## config.mk

```make
export PLATFORM = sky130hd
export DESIGN_NAME = uart_cmd_ctrl
export DESIGN_NICKNAME = d
export VERILOG_FILES = /design/src/rtl/uart_cmd_pkg.sv /design/src/rtl/uart_cmd_tmo.sv /design/src/rtl/uart_cmd_ctrl.sv
export SDC_FILE = /design/constraint.sdc
export NUM_CORES = 1
export LEC_CHECK = 0
export ABC_AREA = 0
export CAP_MARGIN = 20
export CORE_MARGIN = 1
export CORE_UTILIZATION = 40
export DETAILED_ROUTE_END_ITERATION = 10
export PLACE_DENSITY_LB_ADDON = 0.1
export SLEW_MARGIN = 10
export SYNTH_ARGS = -nofsm -noshare
export SYNTH_HDL_FRONTEND = slang
export SYNTH_SLANG_ARGS = --single-unit
```

## constraint.sdc

```tcl
create_clock -name clk -period 1.6 [get_ports clk]
set_input_delay 0.32 -clock clk [delete_from_list [all_inputs] [get_ports clk]]
set_output_delay 0.32 -clock clk [all_outputs]
set_load 0.02 [all_outputs]
```

## src/rtl/uart_cmd_pkg.sv

```systemverilog
// Shared types and constants for the UART command controller.
// Byte timeout feature is enabled with UART_CMD_BYTE_TIMEOUT_EN.
package uart_cmd_pkg;

    typedef enum logic {
        COLLECT = 1'b0,
        ACK     = 1'b1
    } state_t;

    localparam int CLK_PER_BIT        = 2604;
    localparam int CLK_PER_BYTE       = 10 * CLK_PER_BIT;
    localparam int DEFAULT_TMO_CYCLES = 2 * CLK_PER_BYTE;

    function automatic int cnt_width(input int n);
        return $clog2(n + 1);
    endfunction

endpackage

```

## src/rtl/uart_cmd_tmo.sv

```systemverilog
// Inter-byte timer: clearable up-counter with a terminal-count flag.
// Instantiated only when UART_CMD_BYTE_TIMEOUT_EN is defined.
module uart_cmd_tmo
    import uart_cmd_pkg::*;
#(
    parameter int TMO_CYCLES = DEFAULT_TMO_CYCLES
) (
    input  logic clk,
    input  logic rst_n,
    input  logic clr,
    input  logic en,
    output logic tc
);

    localparam int TW = $clog2(TMO_CYCLES + 1);
    localparam logic [TW-1:0] LAST = TW'(TMO_CYCLES - 1);

    logic [TW-1:0] count;

    always_ff @(posedge clk) begin
        if (!rst_n || clr) begin
            count <= '0;
        end else if (en) begin
            count <= count + TW'(1);
        end
    end

    assign tc = en && (count == LAST);

endmodule

```

## src/rtl/uart_cmd_ctrl.sv

```systemverilog
// Assembles NUM_BYTES UART bytes (MSB first) into a command word.
// Optional inter-byte timeout: define UART_CMD_BYTE_TIMEOUT_EN.
module uart_cmd_ctrl
    import uart_cmd_pkg::*;
#(
    parameter int NUM_BYTES  = 2,
    parameter int TMO_CYCLES = DEFAULT_TMO_CYCLES
) (
    input  logic                   clk,
    input  logic                   rst_n,
    input  logic                   rx_rdy,
    input  logic [7:0]             rx_data,
    output logic                   clr_rx_rdy,
    input  logic                   clr_cmd_rdy,
    output logic [8*NUM_BYTES-1:0] cmd,
    output logic                   cmd_rdy,
    output logic                   ovr_err,
    output logic                   tmo_err
);

    localparam int W  = 8 * NUM_BYTES;
    localparam int CW = cnt_width(NUM_BYTES);
    localparam logic [CW-1:0] FULL = CW'(NUM_BYTES);

    state_t        state;
    logic [W-1:0]  asm_sr;
    logic [CW-1:0] byte_cnt;
    logic          done;
    logic          tmo_fire;

    assign clr_rx_rdy = (state == ACK);
    assign done = (state == ACK) && !rx_rdy && (byte_cnt == FULL);

`ifdef UART_CMD_BYTE_TIMEOUT_EN
    logic tmo_en;
    logic tmo_clr;
    logic tmo_tc;

    // A byte arriving in the terminal cycle takes priority over the timeout.
    assign tmo_en   = (state == COLLECT) && (byte_cnt != '0);
    assign tmo_fire = tmo_tc && !rx_rdy;
    assign tmo_clr  = !tmo_en || rx_rdy || tmo_fire;

    uart_cmd_tmo #(
        .TMO_CYCLES(TMO_CYCLES)
    ) u_tmo (
        .clk  (clk),
        .rst_n(rst_n),
        .clr  (tmo_clr),
        .en   (tmo_en),
        .tc   (tmo_tc)
    );
`else
    logic unused_tmo;

    assign tmo_fire   = 1'b0;
    assign unused_tmo = ^TMO_CYCLES;
`endif

    always_ff @(posedge clk) begin
        if (!rst_n) begin
            state    <= COLLECT;
            byte_cnt <= '0;
            asm_sr   <= '0;
            cmd      <= '0;
            cmd_rdy  <= 1'b0;
            ovr_err  <= 1'b0;
            tmo_err  <= 1'b0;
        end else begin
            ovr_err <= 1'b0;
            tmo_err <= tmo_fire;
            if (clr_cmd_rdy) begin
                cmd_rdy <= 1'b0;
            end
            unique case (state)
                COLLECT: begin
                    if (rx_rdy) begin
                        asm_sr   <= {asm_sr[W-9:0], rx_data};
                        byte_cnt <= byte_cnt + CW'(1);
                        state    <= ACK;
                    end else if (tmo_fire) begin
                        asm_sr   <= '0;
                        byte_cnt <= '0;
                    end
                end
                ACK: begin
                    if (!rx_rdy) begin
                        state <= COLLECT;
                    end
                    // Set beats a same-cycle clear, which also suppresses overrun.
                    if (done) begin
                        cmd      <= asm_sr;
                        cmd_rdy  <= 1'b1;
                        byte_cnt <= '0;
                        ovr_err  <= cmd_rdy && !clr_cmd_rdy;
                    end
                end
            endcase
        end
    end

endmodule

```

Word-level counts from Yosys, hierarchy flattened:

Index checks and enable logic that the tools add are counted.

* add/sub/neg operators: 1
* equal/unequal tests: 3
* bitwise operators: 1
* reduce and logical (&&, ||, !) cells: 9
* mux-type cells: 7

Operator list (count)
* AND reduction 2 bit: 3
* two-way mux 1 bit: 4
* two-way mux 2 bit: 2
* case mux 2 bit (2 select lines): 1
* logical AND 1 bit: 3
* AND reduction 3 bit: 1
* adder 2 x 1 -> 2 bit (second input constant): 1
* equality test 2 bit (second input constant): 1
* logical NOT 1 bit: 2
* inequality test 2 x 1 -> 1 bit (second input constant): 1
* inequality test 2 bit (second input constant): 1
* inverter 1 bit: 1

* word-level logic and storage cells: 27
* bits in registers: 37
* bits of input ports: 12
* output and inout bits: 20

Depth between registers and ports, before layout:

* depth in word-level cells: 5
* gate-level depth with buffers: 6
* gate-level depth less buffers: 5

Worst setup path before layout:

OpenSTA, ideal clock, no wires.

* path type: register to register
* start point: register state, in the netlist clr_rx_rdy
* end point: register asm_sr[0]
* data arrival time: 1.056 ns
* buffers on the path: 2
* cell stages (with the launch flop): 6
* required time: 1.534 ns
* path slack: 0.478 ns
* setup time: 0.066 ns
* clock period less this slack: 1.122 ns
* path through: dfxtp_1 nand2b_1 buf_6 buf_12 nand2_2 a21oi_2

* longest elaborated chain between the ends: 2

Ends and longest elaborated chain
* start: declaration: RTL line uart_cmd_ctrl.sv:25 `state_t state;`
* start signal: assignment: RTL line uart_cmd_ctrl.sv:62 `state <= COLLECT;`
* start signal: assignment: RTL line uart_cmd_ctrl.sv:80 `state <= ACK;`
* start signal: assignment: RTL line uart_cmd_ctrl.sv:88 `state <= COLLECT;`
* inverter 1 bit (no source line)
* AND reduction 2 bit (no source line)
* end signal: assignment: RTL line uart_cmd_ctrl.sv:78 `asm_sr <= {asm_sr[W-9:0], rx_data};`
* end: declaration: RTL line uart_cmd_ctrl.sv:26 `logic [W-1:0] asm_sr;`

Every way passes these cells.
A chain may end at the register's enable or synchronous reset.

Final worst setup path:

* start point: register state, in the netlist clr_rx_rdy
* end point: output clr_rx_rdy

RTL lines
* end: declaration: RTL line uart_cmd_ctrl.sv:13 `output logic clr_rx_rdy,`

No word-level cell between the ends.

==> run_results.csv <==
group,metric,value,unit
pwr,power.density,862,nW/um^2
die,dieArea,3820,sq um
clock_network,cts.sink_count,37,
critical_path,crit_chain,"dlygate4sd2_1",
die,dieHeight,61.8,um
clock_network,h-tree-depth,2,
clock_network,cts_buffer_depth,2,
cells_and_area,nFillCells,353,
routing,wl_per_cell,11.0,um
sta,finClkSkew,0.00547,ns
die,num_rows,21,
global_route,grt_max_degree,34,
critical_path,cp_max_fo,4,
yosys,synth-seq-area-share,51.8,%
critical_path,required,1.28,ns
critical_path,path_buf_inv,1,
yosys,postSynthCellCount,162,
yosys,ys_seq_elements,37,
global_route,antenna_found_initial,0,
sta,setup_viol,0,
yosys,synthTopCellsByArea,"dfxtp_1 52%, nand2_1 10%, a21oi_2 6.1%",
yosys,yosysTopAreaCellShare,51.8,%
cells_and_area,nNetsFinal,204,
pwr,ir_worst_vdd,0.348,mV
global_route,first_global_vias,984,
clock_network,tritoncts.num_buffers,5,
sta,max_clock_freq,0.697,GHz
global_route,grt_first_pass_wirelength,4460,um
die,core-area,3390,sq um
routing,first_iter_violations,49,
placement,io_buffers,30,
critical_path,slowest_stage,"dfxtp_1",
global_route,grt_usage,16.3,%
sta,period_share,89.6,%
yosys,synth_edf_count,0,
placement,place_hpwl,1820,um
yosys,synthesis.nets,175,
routing,num_vias,1093,
sta,drv_slew,0,
status,status,"finished, final reports clean",
critical_path,worstPathArrival,1.11,ns
yosys,ys.flop_type,"dfxtp_1",
cells_and_area,antenna_cells,0,
clock_network,clk_pin_slew,0.10,ns
min_path,hold_path_class,"reg -> reg",
yosys,syn_area,1430,sq um
die,ios,32,
job,cap_viol_max_count,0,
routing,dr.pass1.iters,4,
cells_and_area,layout_commonest_cell,"nand2_1",
routing,drc,0,
critical_path,cp-start-kind,"flop",
sta,fin_crit,1.43,ns
sta,rsz0062_at_grt,"false",
critical_path,cpPeakStageDelay,0.43,ns
yosys,syn_avg_cell_area,8.83,sq um
critical_path,crit_family,"flip-flops",
pwr,p_leak,0.779,nW
critical_path,critPathCaptureType,"output pin",
cells_and_area,syn2layout_area_growth,25.0,%
routing,antenna_left,0,
die,die_w,61.8,um
sta,setup_ws,0.166,ns
sta,hold_viol_final,0,
yosys,async_reset_ff_share,0,%
cells_and_area,layout_common_cells,"39 x nand2_1, 37 x dfxtp_1, 16 x nand3_1, 16 x o21ai_1, 14 x dlygate4sd2_1",
clock_network,cts_tree,"done",
placement,preCtsSetupSlack,0.0731,ns
clock_network,clk_latency,0.33,ns
cells_and_area,drive_gt1_share,17.4,%
clock_network,root_buffer,"clkbuf_4",
routing,wirelength,2600,um
die,initial_core_util,42.2,%
critical_path,path_class,"reg -> out",
placement,gp_congestion,0.737,
yosys,synth_warnings,0,
yosys,synthDistinctLibCells,23,
routing,vias_per_cell,4.63,
yosys,synth_area_leader_cell,"dfxtp_1",
global_route,grt.overflow.total,0,
sta,fin_setup_tns,0,ns
cells_and_area,fin_util,52.8,%
[metal layers]
metal | routed length (um) | vias to the layer above | share of wire [%] | global-route usage [%]
met5 | 0 | - | 0 | 0
met4 | 44 | 0 | 1.7 | 8.57
met3 | 115 | 5 | 4.4 | 3.73
met2 | 1080 | 25 | 41 | 25.8
met1 | 1360 | 481 | 52 | 20.7
li1 | - | 582 | - | -
[kinds of logic (layout without fill, tap and decap cells)]
kind of cell	after synthesis	in the layout	share of synthesized area, %
DFF	37	37	51.8
buffers and inverters	15	43	7.52
AOI/OAI and AO/OA	34	34	14.7
other	1	1	0.262
xor gates and xnor gates	1	1	0.613
and+or+nand+nor	73	73	24.2
adders and majority gates	1	1	0.875
[per-stage QoR]
stage	area [sq um]	total power [mW]	hold slack, ns	std cells
finish	1790	1.54	0.457	236
detailed placement	1750	1.13	0.449	230
global route	1790	1.62	0.487	236
CTS	1780	1.56	0.463	236
global placement	1750	1.13	0.444	230
floorplan	1430	1.09	0.441	162
[sequential cells by signal (all words and copies together) (netlist names)]
| name | flops |
|---|---|
| cmd_rdy | 1 |
| byte_cnt | 2 |
| ovr_err | 1 |
| asm_sr | 16 |
| clr_rx_rdy | 1 |
| cmd | 16 |
[power breakdown]
group | total (mW) | leakage (nW) | internal (mW) | switching [mW]
Clock | 0.430 | 0.0269 | 0.153 | 0.278
Combinational | 0.146 | 0.452 | 0.0662 | 0.0802
Sequential | 0.964 | 0.300 | 0.945 | 0.0190
Total | 1.54 | 0.779 | 1.16 | 0.377
[worst paths after layout]
path / from / endpoint / slack [ns] / cells after the start
worst max-delay path: clr_rx_rdy$_SDFF_PN0_ / clr_rx_rdy / 0.17 / 1
worst min-delay path: cmd[12]$_SDFFE_PN0P_ / cmd[12]$_SDFFE_PN0P_ / 0.46 / 2
worst max register to register: byte_cnt[0]$_SDFFE_PN0P_ / cmd[4]$_SDFFE_PN0P_ / 0.45 / 6
worst min register to register: cmd[12]$_SDFFE_PN0P_ / cmd[12]$_SDFFE_PN0P_ / 0.46 / 2
[repair_timing]
item / CTS / global route
setup buffers: 0 / 0
resized for setup: 14 / 5
hold buffers: 0 / 0
endpoints found under the setup margin: 14 / 5
[cells in the mapped netlist (2+ instances only)]
cell,number
dfxtp_1,37
buf_6,2
buf_4,3
nand2_2,10
a21oi_2,10
a21oi_1,7
nand3_1,16
nor2_1,2
nand2b_1,2
nand2_1,39
o21ai_1,16
buf_2,7
[final cells by class]
cell class	count	area [sq um]	area share [%]
Timing Repair Buffer	35	358	20.0
Clock buffer	5	37.5	2.10
Tap cell	46	57.6	3.22
Multi-Input combinational cell	110	582	32.5
Clock inverter	1	5.00	0.280
Inverter	2	7.51	0.420
Sequential cell	37	741	41.4
Note: power is estimated with default switching activity, not from simulation.
